<file path="src/rtl/fpu_pkg.sv">
// Shared types and helpers for the FPU issue sequencer.
//   fpu_op_e        : fpu_control encoding (values above NEG are illegal)
//   fpu_seq_state_e : sequencer FSM states
//   lat_of()        : per-op latency selected from the caller's latency parameters
package fpu_pkg;

  localparam int unsigned FPU_CTRL_W = 4;
  localparam int unsigned FPU_REG_W  = 5;

  typedef enum logic [FPU_CTRL_W-1:0] {
    ADD = 4'd0,
    SUB = 4'd1,
    MUL = 4'd2,
    DIV = 4'd3,
    ABS = 4'd4,
    NEG = 4'd5
  } fpu_op_e;

  typedef enum logic [1:0] {
    IDLE = 2'd0,
    EXEC = 2'd1,
    WB   = 2'd2
  } fpu_seq_state_e;

  // True for the six defined fpu_control codes.
  function automatic logic op_is_legal(logic [FPU_CTRL_W-1:0] ctrl);
    return ctrl <= FPU_CTRL_W'(5);
  endfunction

  // Latency of an op in cycles; illegal codes behave as a single-cycle op.
  function automatic int unsigned lat_of(fpu_op_e op, int unsigned add_lat,
                                         int unsigned mul_lat, int unsigned div_lat,
                                         int unsigned abs_lat);
    case (op)
      ADD, SUB: return add_lat;
      MUL:      return mul_lat;
      DIV:      return div_lat;
      ABS, NEG: return abs_lat;
      default:  return 1;
    endcase
  endfunction

endpackage

</file>
<file path="src/rtl/fpu_lat_counter.sv">
// Loadable down-counter with zero flag; saturates at zero.
//   clk, reset : clock, synchronous active-high reset (count -> 0)
//   load       : load load_val (takes priority over dec)
//   dec        : decrement when non-zero
//   cnt, zero  : current count and cnt==0
module fpu_lat_counter #(
  parameter int unsigned W = 4
) (
  input  logic         clk,
  input  logic         reset,
  input  logic         load,
  input  logic [W-1:0] load_val,
  input  logic         dec,
  output logic [W-1:0] cnt,
  output logic         zero
);

  always_ff @(posedge clk) begin
    if (reset)                   cnt <= '0;
    else if (load)               cnt <= load_val;
    else if (dec && cnt != '0)   cnt <= cnt - W'(1);
  end

  assign zero = (cnt == '0);

endmodule

</file>
<file path="src/rtl/fpu_issue_seq.sv">
// Issue sequencer for the shared non-pipelined FPU: accepts one F-type op,
// starts the unit, waits its fixed latency, then holds a writeback request
// to the FP regfile until accepted. Flags FP RAW/WAW hazards while busy.
// Optional build macro FPU_ISSUE_B2B_EN: allow a new issue in the writeback
// cycle that the regfile accepts, removing the IDLE bubble.
// Ports:
//   clk, reset                         clock, synchronous active-high reset
//   issue_valid/issue_ready            decode handshake; fpu_control, issue_fd payload
//   chk_fs/chk_ft/chk_fd, chk_en       decode register fields to hazard-check ({fd,ft,fs})
//   flush                              squash the in-flight op
//   unit_start/unit_op/unit_capture    FPU control
//   wb_valid/wb_reg/wb_ready           regfile writeback handshake
//   fp_hazard                          combinational stall request
//   busy                               sequencer not idle
module fpu_issue_seq
  import fpu_pkg::*;
#(
  parameter int unsigned ADD_LAT = 2,
  parameter int unsigned MUL_LAT = 4,
  parameter int unsigned DIV_LAT = 16,
  parameter int unsigned ABS_LAT = 1
) (
  input  logic                  clk,
  input  logic                  reset,
  input  logic                  issue_valid,
  output logic                  issue_ready,
  input  logic [FPU_CTRL_W-1:0] fpu_control,
  input  logic [FPU_REG_W-1:0]  issue_fd,
  input  logic [FPU_REG_W-1:0]  chk_fs,
  input  logic [FPU_REG_W-1:0]  chk_ft,
  input  logic [FPU_REG_W-1:0]  chk_fd,
  input  logic [2:0]            chk_en,
  input  logic                  flush,
  output logic                  unit_start,
  output logic [FPU_CTRL_W-1:0] unit_op,
  output logic                  unit_capture,
  output logic                  wb_valid,
  output logic [FPU_REG_W-1:0]  wb_reg,
  input  logic                  wb_ready,
  output logic                  fp_hazard,
  output logic                  busy
);

  localparam int unsigned MAX_AM  = (ADD_LAT > MUL_LAT) ? ADD_LAT : MUL_LAT;
  localparam int unsigned MAX_DA  = (DIV_LAT > ABS_LAT) ? DIV_LAT : ABS_LAT;
  localparam int unsigned MAX_LAT = (MAX_AM > MAX_DA) ? MAX_AM : MAX_DA;
  localparam int unsigned CNT_W   = $clog2(MAX_LAT) + 1;

  fpu_seq_state_e          state_q, state_d;
  logic [FPU_CTRL_W-1:0]   op_q, op_d;
  logic [FPU_REG_W-1:0]    fd_q, fd_d;
  logic                    legal_q, legal_d;
  logic                    start_q, start_d;
  logic                    wb_valid_q, wb_valid_d;
  logic                    cnt_load;
  logic [CNT_W-1:0]        cnt_load_val;
  logic [CNT_W-1:0]        cnt;
  logic                    cnt_zero;
  logic                    accept;
  logic                    wb_fire;
  logic                    match;

  fpu_lat_counter #(.W(CNT_W)) u_cnt (
    .clk      (clk),
    .reset    (reset),
    .load     (cnt_load),
    .load_val (cnt_load_val),
    .dec      (state_q == EXEC),
    .cnt      (cnt),
    .zero     (cnt_zero)
  );

  assign wb_fire = (state_q == WB) && wb_ready;

`ifdef FPU_ISSUE_B2B_EN
  assign issue_ready = ((state_q == IDLE) || wb_fire) && !reset;
`else
  assign issue_ready = (state_q == IDLE) && !reset;
`endif

  // A flush in the same cycle drops the accept.
  assign accept       = issue_valid && issue_ready && !flush;
  assign cnt_load_val = CNT_W'(lat_of(fpu_op_e'(fpu_control), ADD_LAT, MUL_LAT,
                                      DIV_LAT, ABS_LAT) - 32'd1);

  // State register and registered outputs.
  always_ff @(posedge clk) begin
    if (reset) begin
      state_q    <= IDLE;
      op_q       <= '0;
      fd_q       <= '0;
      legal_q    <= 1'b0;
      start_q    <= 1'b0;
      wb_valid_q <= 1'b0;
    end else begin
      state_q    <= state_d;
      op_q       <= op_d;
      fd_q       <= fd_d;
      legal_q    <= legal_d;
      start_q    <= start_d;
      wb_valid_q <= wb_valid_d;
    end
  end

  // Next-state logic.
  always_comb begin
    state_d    = state_q;
    op_d       = op_q;
    fd_d       = fd_q;
    legal_d    = legal_q;
    start_d    = 1'b0;
    wb_valid_d = 1'b0;
    cnt_load   = 1'b0;
    case (state_q)
      IDLE: ;
      EXEC: begin
        if (flush) begin
          state_d = IDLE;
        end else if (cnt_zero) begin
          // Illegal ops finish here without a writeback.
          state_d    = legal_q ? WB : IDLE;
          wb_valid_d = legal_q;
        end
      end
      WB: begin
        wb_valid_d = 1'b1;
        if (flush || wb_ready) begin
          state_d    = IDLE;
          wb_valid_d = 1'b0;
        end
      end
      default: state_d = IDLE;
    endcase
    if (accept) begin
      state_d  = EXEC;
      op_d     = fpu_control;
      fd_d     = issue_fd;
      legal_d  = op_is_legal(fpu_control);
      start_d  = op_is_legal(fpu_control);
      cnt_load = 1'b1;
    end
  end

  assign match = (chk_en[0] && (chk_fs == fd_q)) ||
                 (chk_en[1] && (chk_ft == fd_q)) ||
                 (chk_en[2] && (chk_fd == fd_q));

`ifdef FPU_ISSUE_B2B_EN
  // The write-first regfile forwards the completing write, so no stall then.
  assign fp_hazard = (state_q != IDLE) && match && !reset && !wb_fire;
`else
  assign fp_hazard = (state_q != IDLE) && match && !reset;
`endif

  // Capture on the last latency cycle unless squashed that same cycle.
  assign unit_capture = (state_q == EXEC) && cnt_zero && legal_q && !flush && !reset;

  assign unit_start = start_q;
  assign unit_op    = op_q;
  assign wb_valid   = wb_valid_q;
  assign wb_reg     = fd_q;
  assign busy       = (state_q != IDLE);

endmodule

</file>
<file path="config.mk">
export PLATFORM = sky130hd
export DESIGN_NAME = fpu_issue_seq
export DESIGN_NICKNAME = d
export VERILOG_FILES = /design/src/rtl/fpu_pkg.sv /design/src/rtl/fpu_lat_counter.sv /design/src/rtl/fpu_issue_seq.sv
export SDC_FILE = /design/constraint.sdc
export NUM_CORES = 1
export LEC_CHECK = 0
export ABC_CLOCK_PERIOD_IN_PS = 2150
export BUFFER_PORTS_ARGS = -buffer_cell sky130_fd_sc_hd__buf_2
export CAP_MARGIN = 20
export CORE_AREA = 8 8 78 80
export CTS_CLUSTER_DIAMETER = 150
export DETAILED_ROUTE_END_ITERATION = 6
export DIE_AREA = 0 0 86 88
export PLACE_DENSITY = 0.46
export SLEW_MARGIN = 40
export SYNTH_ARGS = -nofsm -noshare
export SYNTH_HDL_FRONTEND = slang
export SYNTH_HIERARCHICAL = 1
export SYNTH_SLANG_ARGS = --single-unit
</file>
<file path="constraint.sdc">
create_clock -name clk -period 2.15 [get_ports clk]
set_input_delay 0.3225 -clock clk [delete_from_list [all_inputs] [get_ports clk]]
set_output_delay 0.3225 -clock clk [all_outputs]
set_load 0.1 [all_outputs]
</file>
* Yosys cells after proc, flatten, opt, wreduce, memory -nomap -nowiden
Cells that the tools add are included.
** Storage, ports and cells
- Bits in registers :: 19
- Input bits :: 32
- Output and inout port bits :: 15
- Logic and storage cells :: 69
** Operators by class
- Add/subtract/negate cells :: 2
- $lt $le $gt $ge :: 1
- Equality and inequality tests :: 13
- Mux-type cells :: 14
- Bitwise logic cells :: 2
- Reductions and logical operators :: 29
** Operators with widths (number)
- 5-bit equality test :: 3
- 5-bit case mux with 3 select lines :: 1
- 1-bit logical AND :: 13
- 5-bit two-way mux :: 2
- 5-bit by 1-bit subtractor with 5-bit output, second input constant :: 2
- 4-bit by 2-bit equality test with 1-bit output, second input constant :: 2
- 2-bit two-way mux :: 4
- 2-bit case mux with 3 select lines :: 1
- 3-bit AND reduction :: 2
- 2-bit OR reduction :: 3
- 5-bit zero test :: 1
- 1-bit two-way mux :: 5
- 5-bit nonzero test :: 1
- 4-bit by 1-bit equality test with 1-bit output, second input constant :: 1
- 4-bit by 3-bit less-or-equal comparator with 1-bit output, second input constant :: 1
- 4-bit zero test :: 1
- 4-bit inequality test, second input constant :: 1
- 2-bit nonzero test :: 2
- 1-bit logical OR :: 3
- 3-bit by 2-bit inequality test with 1-bit output, second input constant :: 1
- 3-bit inequality test, second input constant :: 1
- 2-bit by 1-bit equality test with 1-bit output, second input constant :: 1
- 2-bit equality test, second input constant :: 1
- 1-bit zero test :: 2
- 5 further kinds :: 6

* Logic depth before layout (Yosys ltp)
Gate-level depths: netlist of run 1.
- Depth after elaboration :: 6
- Mapped depth :: 9
- Gate-level depth less buffers :: 8

* Hierarchy
The synthesis of run 1 kept the hierarchy.
** Modules (own cells, without submodules)
- fpu_issue_seq :: times used 1, cells each 100, area each 842.1 um^2, sequential area each 280.3 um^2
- fpu_lat_counter :: times used 1, cells each 37, area each 326.6 um^2, sequential area each 100.1 um^2

* Worst setup path after synthesis of run 1
Ideal clock, no wire load.
- Path type :: register to output
- Start point :: register u_cnt.cnt[1]
- End point :: output port unit_capture
- Arrival :: 3314 ps
- Required time :: 1827 ps
- Setup slack :: -1487 ps
- Cell stages (with the launch flop) :: 8
- Path buffers :: 1
- Cells stage by stage :: dfxtp_1 > inv_1 > ha_1 > or4b_1 > buf_6 > inv_1 > nand3_1 > nor3_1
** Between the ends
- Cells in the longest elaborated chain, start to end :: 5
** RTL lines
- start: declaration :: RTL line fpu_lat_counter.sv:14 : output logic [W-1:0] cnt,
- start signal: assignment :: RTL line fpu_lat_counter.sv:20 : else if (load) cnt <= load_val;
- start signal: assignment :: RTL line fpu_lat_counter.sv:21 : else if (dec && cnt != '0) cnt <= cnt - W'(1);
- 5-bit zero test :: RTL line fpu_lat_counter.sv:24 : assign zero = (cnt == '0);
- via cnt_zero :: RTL line fpu_issue_seq.sv:58 : logic cnt_zero;
- 1-bit logical AND (4 in a row) :: RTL line fpu_issue_seq.sv:156 : assign unit_capture = (state_q == EXEC) && cnt_zero && legal_q && !flush && !reset;
- end: declaration :: RTL line fpu_issue_seq.sv:36 : output logic unit_capture,
The timed path passes the listed nets, and every way through them passes these cells.

* Worst setup path in the final report of run 1
- Start point :: register u_cnt.cnt[0]
- End point :: output port unit_capture
The elaborated chain is that of the path after synthesis.

==> flow_metrics.env, run 1 <==
export IMPL_outcome="complete, no violations"
export IMPL_setup_viol_count_final=0
export IMPL_path_max_fanout=3
export IMPL_design_die_area_sq_um=7570
export IMPL_synth_compound_area_share_pct=16.2
export IMPL_grt_setup_unrepaired="yes"
export IMPL_overflow=0
export IMPL_min_period_over_period_pct=97.7
export IMPL_multi_input_area_sq_um=764
export IMPL_fp_dieW_um=86
export IMPL_muxShareOfSynthArea_pct=1.71
export IMPL_cts_root_buf="clkbuf_8"
export IMPL_post_synth_top_count_cell="dfxtp_1"
export IMPL_finish_instance_area_sq_um=1620
export IMPL_worstReg2RegEnd="u_cnt/cnt[2]"
export IMPL_synthDistinctLibCells=37
export IMPL_routedWlPerCell_um=11.9
export IMPL_ys_flop_type="dfxtp_1"
export IMPL_met1Wirelength_um=1400
export IMPL_vias_per_cell=4.21
export IMPL_die_h_um=88
export IMPL_pwr_density_cell_nw_per_um2=568
export IMPL_r2r_start="state_q[0]"
export IMPL_syn_avg_cell_area_sq_um=8.53
export IMPL_hp_class="input port to flip-flop"
export IMPL_critPathCapture="unit_capture"
export IMPL_finalHoldViolCount=0
export IMPL_start_kind="flip-flop"
export IMPL_place_congestion=0.729
export IMPL_setup_worst_path_start="u_cnt/cnt[0]"
export IMPL_yosys_area_top_type_share_pct=32.5
export IMPL_cp_arrival_ns=1.78
export IMPL_dpl_worst_slack_ns=0.260
export IMPL_drc=0
export IMPL_layout_drive_gt1_share_pct=41.0
export IMPL_core_sq_um=4910
export IMPL_synth_top_family_by_area="simple AND/OR/NAND/NOR gates"
export IMPL_regArea_sq_um=388
export IMPL_cts_tree="built"
export IMPL_required_ns=1.83
export IMPL_ys_seq_area_share_pct=32.5
export IMPL_cts_htree_levels=1
export IMPL_slew_headroom_pct=68.5
export IMPL_maxCapViolations=0
export IMPL_clk_pin_slew_worst_paths_ns=0.08
export IMPL_met3_length_um=336
export IMPL_synthTopCellsByArea="dfxtp_1, xor2_1, ha_1"
export IMPL_met2_length_um=1300
export IMPL_grtUsageTotal_pct=8.49
export IMPL_area_delta_synth_final_pct=38.8
export IMPL_synthAdderAreaFrac_pct=5.35
export IMPL_n_antenna_cell=0
export IMPL_synth_largest_area_cell="dfxtp_1"
export IMPL_synthCells=137
export IMPL_synth_xor_area_share_pct=12.0
export IMPL_grt_pass1_vias=1100
export IMPL_synth_nets=174
export IMPL_placed_area_sq_um=1570
export IMPL_syn_area_sq_um=1170
export IMPL_synth_edf_count=0
export IMPL_tightest_slew_ns=0.461
export IMPL_rr_worst_depth=7
export IMPL_cts_setup_buffers=0
export IMPL_nets=226
export IMPL_nFillCells=539
export IMPL_synthSimpleGateAreaFrac_pct=26.3
export IMPL_ys_ff_latch=19
export IMPL_clock_sink_count=19
export IMPL_insertion_delay_ns=0.26
export IMPL_cts_hold_buffers_added=0
export IMPL_io_pins=47
export IMPL_drtIter0Drc=22
export IMPL_p_leak_uw=0.000723
export IMPL_io_buffers=46
export IMPL_rrSetupSlack_ns=0.36
export IMPL_clock_skew_ns=0.00282
export IMPL_async_reset_ff_share_pct=0
export IMPL_grt_max_degree=15
export IMPL_crit_type="flip-flop to output pin"
export IMPL_fin_crit_ns=2.10
export IMPL_grt_antenna_before_repair=0
export IMPL_max_freq_mhz=476
export IMPL_drt_pass1_iterations=4
export IMPL_cts_made_buffers=3
export IMPL_ant_nets=0
export IMPL_top_layer_used="met4"
export IMPL_wirelength_um=3060
export IMPL_synth_common_cells="dfxtp_1, xor2_1, nand2_1"
export IMPL_grt_pass1_wl_um=5180
export IMPL_cp_end_kind="output pin"
export IMPL_clock_path_buffers=2
export IMPL_start_util_pct=23.8
export IMPL_report_final_slew_viol_count=0
export IMPL_yosysWarnings=6
export IMPL_num_vias=1086
export IMPL_peakVddDrop_mv=0.206
export IMPL_dp_hpwl_um=2490
export IMPL_setup_ws_ns=0.0503
export IMPL_num_rows=26
==> how the worst min path moves through the flow <==
| stage | depth (start not counted) | startpoint | end | slack [ns] |
|---|---|---|---|---|
| global route | 3 | issue_fd[2] | wb_reg[2] | 0.27 |
| finish | 3 | issue_fd[1] | wb_reg[1] | 0.25 |
| global placement | 2 | unit_op[3] | unit_op[3] | 0.47 |
| floorplan | 1 | reset | u_cnt/cnt[3] | 0.39 |
| detailed placement | 2 | unit_op[2] | unit_op[2] | 0.47 |
| CTS | 3 | issue_fd[1] | wb_reg[1] | 0.25 |
==> worst max-delay path: stages (launching register included) <==
cell and delay, ns:
dfxtp_2 0.33, inv_2 0.08, ha_4 0.13, or4b_4 0.46, inv_2 0.07, nand3_2 0.09, nor3_4 0.16, buf_12 0.20
==> layout by cell type (no fill, tap or decap), types with 6 or more instances in the layout <==
master    Yosys  routed
xor2_1       13      13
dfxtp_1      19      13
o21ai_0       9       9
nand2b_1     10      10
inv_1        10       7
dfxtp_2       0       6
buf_2         1      44
nor2_1       10       9
nand2_1      11      11
==> area by class of cell <==
| cell class | instances | area share (%) |
|---|---|---|
| clock buffers | 3 | 2.55 |
| clock inverters | 1 | 0.309 |
| inverters | 10 | 2.31 |
| multi-input cells | 104 | 47.1 |
| flip-flops and latches | 19 | 23.9 |
| well taps | 70 | 5.40 |
| repair buffers | 51 | 18.4 |
==> logic make-up (layout without fill, tap and decap cells) <==
family,count (synthesis),in the layout
buf+inv,14,65
fa+ha+maj,5,5
compound gates,25,25
mux,2,2
simple gates,56,56
xor+xnor,16,16
flops,19,19
==> per-stage QoR <==
step / total power [uW] / hold slack (ns) / instances / utilization [%] / TNS, ns
2_1_floorplan: 601 / 0.391 / 137 / - / -0.213
3_3_place_gp: 675 / 0.467 / 254 / 32.0 / 0
3_5_place_dp: 675 / 0.468 / 254 / 32.0 / 0
4_1_cts: 944 / 0.247 / 258 / 33.0 / 0
5_1_grt: 982 / 0.268 / 258 / 33.0 / -0.0230
6_report: 922 / 0.253 / 258 / 33.0 / 0
==> what timing repair did <==
action                                  4_1_cts  5_1_grt
pin swaps                                     1        0
resized for setup                             0        1
endpoints found under the setup margin        1        1
==> where the power goes <==
group          leakage [uW]  internal, uW  switching [uW]
clock             0.0000255           129             128
combinational      0.000540          95.8             181
sequential         0.000157           370            17.3
==> metal layers <==
metal | up-vias | track usage (%)
met4 | 0 | 2.39
met3 | 4 | 4.22
met2 | 39 | 13.2
met1 | 468 | 10.0
met5 | - | 0
li1 | 575 | -
No activity file was read; power rests on OpenSTA's default activity.
==> inputs of run 2 (changes only) <==
--- a/config.mk
+++ b/config.mk
@@ -8,10 +8,10 @@
 export ABC_CLOCK_PERIOD_IN_PS = 2150
 export BUFFER_PORTS_ARGS = -buffer_cell sky130_fd_sc_hd__buf_2
 export CAP_MARGIN = 20
-export CORE_AREA = 8 8 78 80
+export CORE_AREA = 8 8 86 73
 export CTS_CLUSTER_DIAMETER = 150
 export DETAILED_ROUTE_END_ITERATION = 6
-export DIE_AREA = 0 0 86 88
+export DIE_AREA = 0 0 94 81
 export PLACE_DENSITY = 0.46
 export SLEW_MARGIN = 40
 export SYNTH_ARGS = -nofsm -noshare
==> flow_metrics.env, run 2 (synthesis gave the netlist of run 1 again) <==
export IMPL_start_kind="flip-flop"
export IMPL_insertion_delay_ns=0.26
export IMPL_nets=224
export IMPL_top_layer_used="met4"
export IMPL_pwr_density_cell_nw_per_um2=574
export IMPL_cp_end_kind="output pin"
export IMPL_report_final_slew_viol_count=0
export IMPL_clock_path_buffers=2
export IMPL_design_die_area_sq_um=7610
export IMPL_grt_max_degree=28
export IMPL_setup_worst_path_start="u_cnt/cnt[1]"
export IMPL_finalHoldViolCount=0
export IMPL_dp_hpwl_um=2450
export IMPL_p_leak_uw=0.000713
export IMPL_cp_arrival_ns=1.79
export IMPL_cts_root_buf="clkbuf_8"
export IMPL_peakVddDrop_mv=0.223
export IMPL_layout_drive_gt1_share_pct=40.3
export IMPL_rr_worst_depth=6
export IMPL_holdWs_ns=0.257
export IMPL_maxCapViolations=0
export IMPL_fp_dieW_um=94
export IMPL_met3_length_um=269
export IMPL_cts_htree_levels=1
export IMPL_grt_pass1_wl_um=5190
export IMPL_grtUsageTotal_pct=8.19
export IMPL_num_rows=23
export IMPL_io_buffers=46
export IMPL_drtIter0Drc=33
export IMPL_slew_headroom_pct=67.2
export IMPL_overflow=0
export IMPL_final_util_pct=33.5
export IMPL_start_util_pct=24.2
export IMPL_wirelength_um=3070
export IMPL_setup_viol_count_final=0
export IMPL_tightest_slew_ns=0.495
export IMPL_path_max_fanout=2
export IMPL_io_pins=47
export IMPL_drt_pass1_iterations=4
export IMPL_clock_skew_ns=0.00219
export IMPL_clk_pin_slew_worst_paths_ns=0.08
export IMPL_max_freq_mhz=473
export IMPL_place_congestion=0.745
export IMPL_clock_sink_count=19
export IMPL_fin_crit_ns=2.11
export IMPL_min_period_over_period_pct=98.3
export IMPL_rrSetupSlack_ns=0.40
export IMPL_cts_tree="built"
export IMPL_critPathCapture="unit_capture"
export IMPL_cts_hold_buffers_added=0
export IMPL_drc=0
export IMPL_finish_instance_area_sq_um=1620
export IMPL_grt_setup_unrepaired="yes"
export IMPL_grt_antenna_before_repair=0
export IMPL_r2r_start="u_cnt/cnt[1]"
export IMPL_ant_nets=0
export IMPL_met2_length_um=1300
export IMPL_required_ns=1.83
export IMPL_placed_area_sq_um=1550
export IMPL_cts_made_buffers=3
export IMPL_vias_per_cell=4.46
export IMPL_die_h_um=81
export IMPL_worstReg2RegEnd="u_cnt/cnt[3]"
export IMPL_met1Wirelength_um=1490
export IMPL_core_sq_um=4830
export IMPL_crit_type="flip-flop to output pin"
export IMPL_routedWlPerCell_um=12.4
export IMPL_hold_path_cell_count=3
export IMPL_n_antenna_cell=0
export IMPL_layout_commonest_cell="buf_2"
export IMPL_layout_common_cells="buf_2, xor2_1, dfxtp_1"
export IMPL_grt_pass1_vias=1136
export IMPL_area_delta_synth_final_pct=38.8
export IMPL_outcome="complete, no violations"
export IMPL_num_vias=1106
export IMPL_hp_class="input port to flip-flop"
==> run 2: what timing repair did <==
| action | in CTS | in global routing |
|---|---|---|
| endpoints found under the setup margin | 1 | 1 |
| hold endpoints to repair | 0 | 0 |
| buffers inserted | 1 | 0 |
| gates resized for setup | 0 | 3 |
| pin swaps | 1 | 0 |
==> run 2: cell type report <==
cell class                      count  area, sq um
Clock buffer                        3         41.3
Clock inverter                      1         7.51
Fill cell                         504         3210
Inverter                           10         40.0
Multi-Input combinational cell    104          772
Sequential cell                    19          388
Tap cell                           62         77.6
Timing Repair Buffer               49          295
==> run 2: worst min path at each step <==
| stage | start | end | slack [ns] |
|---|---|---|---|
| after floorplan | reset | u_cnt/cnt[3] | 0.39 |
| after global placement | unit_op[1] | unit_op[1] | 0.47 |
| after detailed placement | unit_op[1] | unit_op[1] | 0.46 |
| after CTS | issue_fd[2] | wb_reg[2] | 0.26 |
| after global routing | issue_fd[4] | wb_reg[4] | 0.27 |
| final | issue_fd[2] | wb_reg[2] | 0.26 |
==> run 2: power breakdown <==
part | switching, uW | internal, uW | total (uW)
clock | 129 | 131 | 260
combinational | 186 | 96.8 | 283
sequential | 17.7 | 370 | 388
total | 333 | 598 | 931
==> run 2: layer usage <==
metal / global-route usage (%) / vias to the layer above
met5: 0 / -
met2: 13.2 / 33
met4: 1.90 / 0
li1: - / 571
met3: 2.39 / 2
met1: 10.6 / 500
==> run 2: per-stage QoR <==
stage          TNS (ns)  setup slack (ns)  total power [uW]  std cells
3_5_place_dp          0             0.181               669        243
3_3_place_gp          0             0.184               669        243
6_report              0            0.0363               931        248
4_1_cts               0            0.0229               938        248
2_1_floorplan    -0.213            -0.213               601        137
5_1_grt         -0.0401           -0.0401               981        248
==> run 2: worst max-delay path, cell delays in order (launching register included) <==
cell and delay (ns):
dfxtp_1 0.32, inv_2 0.09, ha_4 0.13, or4b_4 0.48, inv_4 0.08, nand3_4 0.07
nor3_4 0.16, buf_12 0.20
==> inputs of run 3 (changes only) <==
--- a/config.mk
+++ b/config.mk
@@ -12,7 +12,6 @@
 export CTS_CLUSTER_DIAMETER = 150
 export DETAILED_ROUTE_END_ITERATION = 6
 export DIE_AREA = 0 0 94 81
-export PLACE_DENSITY = 0.46
 export SLEW_MARGIN = 40
 export SYNTH_ARGS = -nofsm -noshare
 export SYNTH_HDL_FRONTEND = slang
==> constraint.sdc (replaced) <==
create_clock -name clk -period 2.15 [get_ports clk]
set_input_delay 0.3225 -clock clk [delete_from_list [all_inputs] [get_ports clk]]
set_output_delay 0.3225 -clock clk [all_outputs]
set_load 0.05 [all_outputs]
==> flow_metrics.env, run 3 (synthesis gave the netlist of run 1 again) <==
export IMPL_outcome="complete, no violations"
export IMPL_setup_viol_count_final=0
export IMPL_grt_setup_unrepaired="no"
export IMPL_insertion_delay_ns=0.25
export IMPL_critical_path_buf_inv_count=3
export IMPL_cts_hold_buffers_added=0
export IMPL_num_vias=1098
export IMPL_report_final_slew_viol_count=0
export IMPL_clock_skew_ns=0.00139
export IMPL_crit_top_cell="inv_2"
export IMPL_cts_htree_levels=1
export IMPL_holdWs_ns=0.268
export IMPL_grt_antenna_before_repair=0
export IMPL_cts_root_buf="clkbuf_8"
export IMPL_slew_headroom_pct=67.9
export IMPL_start_kind="flip-flop"
export IMPL_pwr_density_cell_nw_per_um2=550
export IMPL_clock_path_buffers=2
export IMPL_finalHoldViolCount=0
export IMPL_layout_commonest_cell="buf_2"
export IMPL_cpMaxStageDelayCell="or4b_4"
export IMPL_n_antenna_cell=0
export IMPL_grtUsageTotal_pct=7.96
export IMPL_ant_nets=0
export IMPL_grt_max_degree=13
export IMPL_cts_made_buffers=3
export IMPL_design_die_area_sq_um=7610
export IMPL_crit_path_cell_trace="inv_2 > ha_1 > or4b_4 > inv_2 > nand3_4 > nor3_4 > buf_6"
export IMPL_cp_end_kind="output pin"
export IMPL_drtIter0Drc=32
export IMPL_cts_tree="built"
export IMPL_num_rows=23
export IMPL_maxCapViolations=0
export IMPL_path_max_fanout=2
export IMPL_overflow=0
export IMPL_fp_dieW_um=94
export IMPL_cp_arrival_ns=1.75
export IMPL_layout_common_cells="buf_2, dfxtp_1, xor2_1"
export IMPL_crit_family="simple AND/OR/NAND/NOR gates"
export IMPL_cts_setup_buffers=0
export IMPL_p_leak_uw=0.000699
export IMPL_max_freq_mhz=484
export IMPL_clk_pin_slew_worst_paths_ns=0.07
export IMPL_placed_area_sq_um=1490
export IMPL_routedWlPerCell_um=12.2
export IMPL_crit_type="flip-flop to output pin"
export IMPL_place_congestion=0.751
export IMPL_drc=0
export IMPL_clock_sink_count=19
export IMPL_grt_pass1_vias=1057
export IMPL_fin_crit_ns=2.07
export IMPL_rrSetupSlack_ns=0.39
export IMPL_required_ns=1.83
export IMPL_tightest_slew_ns=0.481
export IMPL_die_h_um=81
export IMPL_area_delta_synth_final_pct=33.5
export IMPL_nets=225
export IMPL_io_buffers=46
export IMPL_grt_pass1_wl_um=4820
export IMPL_core_sq_um=4830
export IMPL_dpl_worst_slack_ns=0.167
export IMPL_finish_instance_area_sq_um=1560
export IMPL_max_stage_delay_ns=0.47
export IMPL_start_util_pct=24.2
export IMPL_drt_pass1_iterations=2
export IMPL_setup_ws_ns=0.0820
export IMPL_setup_tns_ns=0
export IMPL_hp_class="input port to flip-flop"
export IMPL_vias_per_cell=4.41
export IMPL_min_period_over_period_pct=96.2
export IMPL_wirelength_um=3040
export IMPL_io_pins=47
export IMPL_peakVddDrop_mv=0.208
export IMPL_layout_drive_gt1_share_pct=35.8
export IMPL_dp_hpwl_um=2530
==> run 3: changes by cell type in the layout (fill, tap and decap cells not counted), sizes merged <==
cell,before,now
clkbuf,3,4
clkinvlp,1,0
buf,49,50
==> run 3: what timing repair did <==
| item | in CTS | in global routing |
|---|---|---|
| endpoints found under the hold margin | 0 | 0 |
| endpoints found under the setup margin | 1 | 2 |
| gates resized for setup | 4 | 5 |
==> run 3: layout make-up <==
| class | instances | area (sq um) |
|---|---|---|
| clock buffers | 4 | 45.0 |
| fillers | 540 | 3270 |
| inverters | 10 | 37.5 |
| multi-input cells | 104 | 753 |
| flip-flops and latches | 19 | 380 |
| well taps | 62 | 77.6 |
| repair buffers | 50 | 267 |
==> run 3: where the power goes <==
group          internal [uW]  switching, uW
clock                    132            112
combinational           91.9            137
sequential               369           17.8
total                    593            266
==> run 3: path summary, 6_finish.rpt <==
kind,startpoint,end,cells past startpoint
max,u_cnt/cnt[1],unit_capture,7
min,issue_fd[0],wb_reg[0],3
max reg2reg,state_q[0],unit_op[0],7
min reg2reg,unit_op[1],unit_op[1],2
==> run 3: worst min-delay path, cell delays in order <==
cell and delay [ns]:
buf_2 0.07, nand2_1 0.04, o21ai_0 0.05
==> run 3: per-layer routing <==
metal / global-route usage (%) / up-vias / routed length [um]
li1: - / 572 / -
met1: 8.98 / 505 / 1250
met2: 13.2 / 19 / 1550
met3: 3.41 / 2 / 195
met4: 2.84 / 0 / 34
met5: 0 / - / 0
==> run 3: stage by stage <==
step / utilization (%) / power [uW] / cells
final: 32.3 / 859 / 249
after global routing: 32.3 / 915 / 249
after CTS: 31.9 / 863 / 249
after detailed placement: 30.7 / 614 / 245
after global placement: 30.7 / 612 / 245
after floorplan: - / 544 / 137
